## src/rtl/seg7_pkg.sv

```systemverilog
// Shared definitions for the seven-segment scan controller.
//   SEG_W    : number of segment lines (A..G, bit0 = A)
//   NIB_W    : width of one hex digit value
//   SEG_LUT  : hex 0-F font, active-high segments
//   scan_state_e : per-slot scan phase (BLANK gap, then DRIVE)
package seg7_pkg;

  localparam int unsigned SEG_W = 7;
  localparam int unsigned NIB_W = 4;

  localparam logic [SEG_W-1:0] SEG_LUT [0:15] = '{
    7'h3F, 7'h06, 7'h5B, 7'h4F, 7'h66, 7'h6D, 7'h7D, 7'h07,
    7'h7F, 7'h6F, 7'h77, 7'h7C, 7'h39, 7'h5E, 7'h79, 7'h71
  };

  typedef enum logic {
    BLANK = 1'b0,
    DRIVE = 1'b1
  } scan_state_e;

endpackage

```

## src/rtl/seg7_driver_if.sv

```systemverilog
// Bundle of the physical display lines.
//   seg[6:0]           : segment lines, bit0 = A .. bit6 = G
//   dp                 : decimal point line
//   digit_en[DIGITS-1:0] : digit common enables
// output_port is used by the controller, input_port by whatever observes it.
interface seg7_driver_if #(
  parameter int unsigned DIGITS = 3
);
  logic [6:0]        seg;
  logic              dp;
  logic [DIGITS-1:0] digit_en;

  modport output_port (output seg, output dp, output digit_en);
  modport input_port  (input seg, input dp, input digit_en);
endinterface

```

## src/rtl/seg7_hex_decoder.sv

```systemverilog
// Combinational hex-to-seven-segment decoder (active-high segments).
//   i_hex : 4-bit digit value
//   o_seg : segment pattern, bit0 = A .. bit6 = G
module seg7_hex_decoder
  import seg7_pkg::*;
(
  input  logic [NIB_W-1:0] i_hex,
  output logic [SEG_W-1:0] o_seg
);

  assign o_seg = SEG_LUT[i_hex];

endmodule

```

## src/rtl/seg7_scan_ctrl.sv

```systemverilog
// Multiplexed seven-segment display scan controller.
// Digits are lit one at a time, each for SLOT_CYCLES clocks, with a dark gap of
// BLANK_CYCLES at the start of every slot. Updates are staged through a
// ready/valid handshake and moved into the displayed (shadow) copy only at the
// frame boundary, so a frame never mixes two updates.
//   clk, rst      : clock, synchronous active-high reset
//   hex_i         : digit values, digit i at [4i+3:4i], digit 0 rightmost
//   dp_i, mask_i  : per-digit decimal point request and lit enable
//   upd_valid     : hex_i/dp_i/mask_i valid for capture
//   upd_ready     : no update pending, capture possible
//   frame_start   : one-cycle pulse at the start of the digit-0 slot
//   disp          : seg/dp/digit_en display lines (registered)
module seg7_scan_ctrl
  import seg7_pkg::*;
#(
  parameter int unsigned DIGITS        = 3,
  parameter int unsigned SLOT_CYCLES   = 50000,
  parameter int unsigned BLANK_CYCLES  = 500,
  parameter int unsigned INVERT_DIGITS = 0,
  parameter int unsigned INVERT_SEGS   = 0
) (
  input  logic                    clk,
  input  logic                    rst,
  input  logic [NIB_W*DIGITS-1:0] hex_i,
  input  logic [DIGITS-1:0]       dp_i,
  input  logic [DIGITS-1:0]       mask_i,
  input  logic                    upd_valid,
  output logic                    upd_ready,
  output logic                    frame_start,
  seg7_driver_if.output_port      disp
);

  localparam int unsigned CntW = (SLOT_CYCLES > 1) ? $clog2(SLOT_CYCLES) : 1;
  localparam int unsigned IdxW = (DIGITS > 1) ? $clog2(DIGITS) : 1;

  localparam logic [CntW-1:0] CntMax   = CntW'(SLOT_CYCLES - 1);
  localparam logic [CntW-1:0] BlankLim = CntW'(BLANK_CYCLES);
  localparam logic [IdxW-1:0] IdxMax   = IdxW'(DIGITS - 1);

  // Idle (off / inactive) levels after polarity inversion.
  localparam logic [SEG_W-1:0]  SegIdle = (INVERT_SEGS != 0) ? {SEG_W{1'b1}} : '0;
  localparam logic              DpIdle  = (INVERT_SEGS != 0);
  localparam logic [DIGITS-1:0] EnIdle  = (INVERT_DIGITS != 0) ? {DIGITS{1'b1}} : '0;

  // Scan position and phase
  logic [CntW-1:0] r_cnt;
  logic [IdxW-1:0] r_idx;
  scan_state_e     r_state;

  // Staged and displayed copies of the update
  logic                    r_pending;
  logic [NIB_W*DIGITS-1:0] r_stg_hex, r_sh_hex;
  logic [DIGITS-1:0]       r_stg_dp, r_sh_dp;
  logic [DIGITS-1:0]       r_stg_mask, r_sh_mask;

  // Registered outputs
  logic [SEG_W-1:0]  r_seg;
  logic              r_dp;
  logic [DIGITS-1:0] r_digit_en;
  logic              r_frame_start;

  logic              w_cnt_wrap;
  logic [CntW-1:0]   w_cnt_nxt;
  logic              w_boundary;
  logic              w_accept;
  logic [NIB_W-1:0]  w_nib;
  logic              w_dp_sel;
  logic              w_mask_sel;
  logic [DIGITS-1:0] w_onehot;
  logic [SEG_W-1:0]  w_seg_raw;
  logic              w_lit;

  assign w_cnt_wrap = (r_cnt == CntMax);
  assign w_cnt_nxt  = w_cnt_wrap ? '0 : r_cnt + CntW'(1);
  assign w_boundary = w_cnt_wrap && (r_idx == IdxMax);
  assign w_accept   = upd_valid && !r_pending;
  assign upd_ready  = !r_pending;

  // Select the shadow fields of the digit currently being scanned.
  always_comb begin
    w_nib      = '0;
    w_dp_sel   = 1'b0;
    w_mask_sel = 1'b0;
    w_onehot   = '0;
    for (int i = 0; i < DIGITS; i++) begin
      if (r_idx == IdxW'(i)) begin
        w_nib       = r_sh_hex[NIB_W*i +: NIB_W];
        w_dp_sel    = r_sh_dp[i];
        w_mask_sel  = r_sh_mask[i];
        w_onehot[i] = 1'b1;
      end
    end
  end

  seg7_hex_decoder u_dec (
    .i_hex (w_nib),
    .o_seg (w_seg_raw)
  );

  // A masked digit stays dark through its whole slot, exactly like BLANK.
  assign w_lit = (r_state == DRIVE) && w_mask_sel;

  // Scan FSM with registered display outputs. r_state tracks the phase of
  // r_cnt, so the outputs reflect the counter/index state one cycle later.
  always_ff @(posedge clk) begin
    if (rst) begin
      r_cnt         <= '0;
      r_idx         <= '0;
      r_state       <= BLANK;
      r_seg         <= SegIdle;
      r_dp          <= DpIdle;
      r_digit_en    <= EnIdle;
      r_frame_start <= 1'b0;
    end else begin
      r_cnt <= w_cnt_nxt;
      if (w_cnt_wrap) begin
        r_idx <= (r_idx == IdxMax) ? '0 : r_idx + IdxW'(1);
      end
      r_state <= (w_cnt_nxt < BlankLim) ? BLANK : DRIVE;

      case (r_state)
        DRIVE: begin
          r_seg      <= (w_lit ? w_seg_raw : '0) ^ SegIdle;
          r_dp       <= (w_lit && w_dp_sel) ^ DpIdle;
          r_digit_en <= (w_lit ? w_onehot : '0) ^ EnIdle;
        end
        default: begin
          r_seg      <= SegIdle;
          r_dp       <= DpIdle;
          r_digit_en <= EnIdle;
        end
      endcase

      r_frame_start <= (r_cnt == '0) && (r_idx == '0);
    end
  end

  // Update handshake. Accept needs !pending and the boundary copy needs
  // pending, so a value accepted on the boundary cycle waits a full frame.
  always_ff @(posedge clk) begin
    if (rst) begin
      r_pending  <= 1'b0;
      r_stg_hex  <= '0;
      r_stg_dp   <= '0;
      r_stg_mask <= '0;
      r_sh_hex   <= '0;
      r_sh_dp    <= '0;
      r_sh_mask  <= '0;
    end else if (w_boundary && r_pending) begin
      r_sh_hex  <= r_stg_hex;
      r_sh_dp   <= r_stg_dp;
      r_sh_mask <= r_stg_mask;
      r_pending <= 1'b0;
    end else if (w_accept) begin
      r_stg_hex  <= hex_i;
      r_stg_dp   <= dp_i;
      r_stg_mask <= mask_i;
      r_pending  <= 1'b1;
    end
  end

  assign disp.seg      = r_seg;
  assign disp.dp       = r_dp;
  assign disp.digit_en = r_digit_en;
  assign frame_start   = r_frame_start;

endmodule

```

## src/flat_wrapper.sv

```systemverilog
// flat-port wrapper written by rule: the top's interface ports become plain ports
module seg7_scan_ctrl_flat import seg7_pkg::*;
#(
  parameter int unsigned DIGITS        = 3,
  parameter int unsigned SLOT_CYCLES   = 50000,
  parameter int unsigned BLANK_CYCLES  = 500,
  parameter int unsigned INVERT_DIGITS = 0,
  parameter int unsigned INVERT_SEGS   = 0
)
  (clk, rst, hex_i, dp_i, mask_i, upd_valid, upd_ready, frame_start, disp_seg, disp_dp, disp_digit_en);
  seg7_driver_if #(.DIGITS(DIGITS)) disp_i ();
  input  logic clk;
  input  logic rst;
  input  logic [NIB_W*DIGITS-1:0] hex_i;
  input  logic [DIGITS-1:0] dp_i;
  input  logic [DIGITS-1:0] mask_i;
  input  logic upd_valid;
  output logic upd_ready;
  output logic frame_start;
  output wire logic [$bits(disp_i.seg)-1:0] disp_seg;
  output wire logic [$bits(disp_i.dp)-1:0] disp_dp;
  output wire logic [$bits(disp_i.digit_en)-1:0] disp_digit_en;
  assign disp_seg = disp_i.seg;
  assign disp_dp = disp_i.dp;
  assign disp_digit_en = disp_i.digit_en;
  seg7_scan_ctrl #(.DIGITS(DIGITS), .SLOT_CYCLES(SLOT_CYCLES), .BLANK_CYCLES(BLANK_CYCLES), .INVERT_DIGITS(INVERT_DIGITS), .INVERT_SEGS(INVERT_SEGS)) u_core (.clk(clk), .rst(rst), .hex_i(hex_i), .dp_i(dp_i), .mask_i(mask_i), .upd_valid(upd_valid), .upd_ready(upd_ready), .frame_start(frame_start), .disp(disp_i));
endmodule
```

## config.mk

```make
export PLATFORM = sky130hd
export DESIGN_NAME = seg7_scan_ctrl_flat
export DESIGN_NICKNAME = d
export VERILOG_FILES = /design/src/rtl/seg7_pkg.sv /design/src/rtl/seg7_driver_if.sv /design/src/rtl/seg7_hex_decoder.sv /design/src/rtl/seg7_scan_ctrl.sv /design/src/flat_wrapper.sv
export SDC_FILE = /design/constraint.sdc
export NUM_CORES = 1
export LEC_CHECK = 0
export ABC_AREA = 1
export CORE_MARGIN = 8
export CORE_UTILIZATION = 55
export DETAILED_ROUTE_END_ITERATION = 6
export PLACE_DENSITY_LB_ADDON = 0.25
export SLEW_MARGIN = 10
export SYNTH_ARGS = -nofsm -noshare
export SYNTH_HDL_FRONTEND = slang
export SYNTH_HIERARCHICAL = 1
export SYNTH_SLANG_ARGS = --single-unit
export TNS_END_PERCENT = 1
```

## constraint.sdc

```tcl
create_clock -name clk -period 4.1 [get_ports clk]
set_input_delay 0.82 -clock clk [delete_from_list [all_inputs] [get_ports clk]]
set_output_delay 0.82 -clock clk [all_outputs]
set_load 0.02 [all_outputs]
```

==> summary.md <==
| Metric | Value |
|---|---|
| Combinational family with the most area after synthesis | simple AND/OR/NAND/NOR gates |
| Sequential-to-total area share from yosys stat | 0.427 |
| Reg clk slew, reported paths | 0.08 ns |
| # diodes | 0 |
| Area share of the largest cell type after synthesis | 0.427 |
| Total Power | 1.37 mW |
| Die Width | 92.1 µm |
| Final ANT Viol Nets | 0 |
| Vias per Instance | 5.03 |
| Post-Synthesis Net Count | 464 |
| Top post-synthesis cells by area | dfxtp_1 (43%), nor2_1 (13%), nand2_1 (9.3%) |
| Largest delay share family, worst path | buffers and inverters |
| RD Place Congestion | 0.907 |
| CTS tree | done |
| Final hold vios | 0 |
| Hold path start | u_core/r_cnt[0] |
| Input/output buffers | 33 |
| Number of fill cells in the layout | 488 |
| Synth Area in Compound Gates | 0.137 |
| CP Capture Type | output port |
| Critical path class | flip-flop to output port |
| Dpl hpwl | 4.51 mm |
| Placed cells | 529 |
| Initial antenna violation count | 0 |
| Worst Path Required | 3.28 ns |
| DR vias | 2,743 |
| Clock power share | 0.445 |
| Biggest area consumer among synthesized cells | dfxtp_1 |
| Least-Margin Pin Slew | 0.700 ns |
| Slowest CP cell | clkdlybuf4s50_1 |
| Post-Synth Adder-Cell Area | 0.0353 |
| Largest net degree at the start of global routing | 38 |
| WHS Endpoint | u_core/r_cnt[0] |
| Max Transition Viols Final | 0 |
| Ports | 34 |
| Hold depth | 1 |
| Mux contribution to synthesized area | 0 |
| Mapped Area | 3190 µm² |
| Outcome | finished clean |
| Sw Ratio | 0.228 |
| First-pass GRT wire length | 11.8 mm |
| Die Height | 92.1 µm |
| Most common cell after layout, fill and taps aside | nor2_1 |
| Synth Area in Simple Gates | 0.299 |
| Clk buf depth | 2 |
| Initial detailed-routing violation count | 159 |
| Netlist cell types | 29 |
| Setup violators final | 0 |
| Syn Area/Cell | 7.34 µm² |
| Cts hold-fix bufs | 0 |
| CTS resizes | 0 |
| Number of global-route vias before repair | 2,666 |
| Slowest stage delay, CP | 0.54 ns |
| Root buffer cell | clkbuf_8 |
| CTS H-Tree Depth | 3 |
| Max-slew headroom | 0.533 |
| Total core area | 5540 µm² |
| Worst-skew pair later-pin latency | 0.34 ns |
| Worst reg2reg path depth | 11 |
| Area grow syn2layout | 18.5% |
| Gr usage total | 0.168 |
| Post-layout util | 0.681 |
| WP data arrival | 1.40 ns |
| Comb pwr share | 0.051 |
| Total Wirelength | 6.55 mm |
| Synthesized instance count | 434 |
| Total grt overflow | 0 |
| Critical Path Start Type | flip-flop |
| Post-DP Area | 3550 µm² |
| Internal Pwr Total | 1.06 mW |
| Critical R2R Launch | u_core/r_idx[0] |
| Max rail drop VDD | 320 µV |
| Layout cell share with drive strength beyond 1 | 0.104 |
| Commonest non-fill, non-tap cells in the layout | nor2_1 (107), nand2_1 (79), dfxtp_1 (68) |
| Critical path cell sequence | inv_1, clkdlybuf4s50_1 |
| Layout net count | 498 |
| Worst reg2reg endpoint | u_core/disp.seg[3] |
| Hold WC Path Type | flip-flop to flip-flop |
| FP Rows | 27 |
| Final std cells w/o fill | 545 |
| Post-route DRC | 0 |
| Post-Synth XOR/XNOR Area | 0.0110 |
| Leakage | 1.61 nW |
| RSZ-0062 raised after global routing | no |
| Drt wl/cell | 12.0 µm |
| Sequential share of power | 0.504 |
| Starting density of the core | 0.575 |
| Setup TNS | 0 ns |
| Die Area | 8490 µm² |
| Worst Setup Slack, final | 1.88 ns |
| Clock skew | 0.0109 ns |
| CTS Buf Count | 9 |
| Final Cycle Share | 0.541 |
| Register-to-Register Setup Slack | 1.93 ns |
| CTS sink cnt | 68 |
| Number of max-cap violations | 0 |
| Setup Buffers After CTS | 0 |
| Min cycle time layout | 2.22 ns |
| Seq cells post-synth | 68 |
| WHS | 0.468 ns |
| Switch Pwr | 0.313 mW |
| FMAX | 451 MHz |
| CP Buf/Inv Count | 2 |
| First-pass detailed-route iteration total | 4 |
| Power Dens Cells | 363 nW/µm² |
| Synth warn | 6 |
| Final Cell Area | 3770 µm² |
| Post-Place Worst Slack | 1.59 ns |
| CP max FO | 4 |
## power by group through the flow
| stage | sequential (mW) | clock, mW | combinational, mW |
|---|---|---|---|
| global route | 0.692 | 0.653 | 0.0798 |
| detailed placement | 0.705 | 0 | 0.0688 |
| global placement | 0.704 | 0 | 0.0681 |
| CTS | 0.690 | 0.620 | 0.0700 |
| floorplan | 0.703 | 0 | 0.0367 |
| finish | 0.690 | 0.610 | 0.0698 |
## worst max-delay path by stage
stage | endpoint | depth (start not counted) | slack (ns) | startpoint
finish | upd_ready | 2 | 1.88 | u_core/r_pending
global route | u_core/disp.seg[3] | 11 | 1.65 | u_core/r_idx[0]
CTS | upd_ready | 2 | 1.85 | u_core/r_pending
detailed placement | u_core/disp.digit_en[2] | 4 | 1.59 | rst
global placement | u_core/disp.digit_en[2] | 4 | 1.62 | rst
floorplan | u_core/r_stg_dp[0] | 6 | 2.25 | upd_valid
## routing by layer
metal | part of all wire | wire, µm | global-route usage | vias up
met3 | 0.065 | 425 | 0.0505 | 12
met1 | 0.48 | 3160 | 0.219 | 1209
met2 | 0.44 | 2860 | 0.249 | 83
li1 | - | - | - | 1439
met5 | 0 | 0 | 0 | -
met4 | 0.017 | 113 | 0.0752 | 0
## kinds of logic after synthesis
group           count (synthesis)
xor+xnor                        4
buf+inv                        71
fa+ha+maj                       9
compound gates                 54
simple gates                  228
flops                          68
## Yosys cell counts
| master | count |
|---|---|
| o22ai_1 | 1 |
| xnor2_1 | 2 |
| clkbuf_1 | 6 |
| nor2_2 | 3 |
| nor2_1 | 107 |
| clkinv_1 | 2 |
| o221ai_1 | 5 |
| buf_4 | 1 |
| ha_1 | 9 |
| nor2_4 | 2 |
| buf_2 | 2 |
| o21bai_1 | 3 |
| nor3_1 | 2 |
| nand4_1 | 4 |
| nand4_4 | 1 |
| inv_2 | 2 |
| xor2_1 | 2 |
| a21oi_1 | 4 |
| nand2_1 | 79 |
| nand2_2 | 5 |
| nand3_1 | 24 |
| o211ai_1 | 1 |
| dfxtp_1 | 68 |
| o21ai_0 | 22 |
| inv_1 | 55 |
| a211oi_2 | 18 |
| buf_6 | 2 |
| nor4_1 | 1 |
| clkbuf_2 | 1 |
## worst register-to-register path, cell delays in order, from the launching register on
cell	delay [ns]
dfxtp_1	0.36
nor2_1	0.20
inv_1	0.18
o221ai_1	0.40
inv_1	0.18
ha_1	0.31
nand2_1	0.08
o21ai_0	0.11
nand2_1	0.09
nand2_1	0.05
inv_1	0.05
nor2_1	0.03
## sequential cells by signal, summed over array words and instances (netlist names)
signal,flops
u_core/r_pending,1
u_core/disp.seg,7
u_core/r_idx,2
u_core/r_stg_mask,3
u_core/r_stg_hex,12
u_core/r_sh_dp,3
u_core/disp.dp,1
u_core/frame_start,1
u_core/r_sh_hex,12
u_core/r_stg_dp,3
u_core/r_cnt,16
u_core/disp.digit_en,3
u_core/r_sh_mask,3
u_core/r_state,1
## area by class of cell
type	count	area [µm²]	share of cell area
clock buffer	9	124	0.0328
sequential	68	1360	0.361
timing repair buffer	35	345	0.0915
inverter	59	221	0.0587
clock inverter	7	96.3	0.0255
tap	72	90.1	0.0239
multi-input combinational	295	1540	0.407
(Power assumes the default switching activity.)
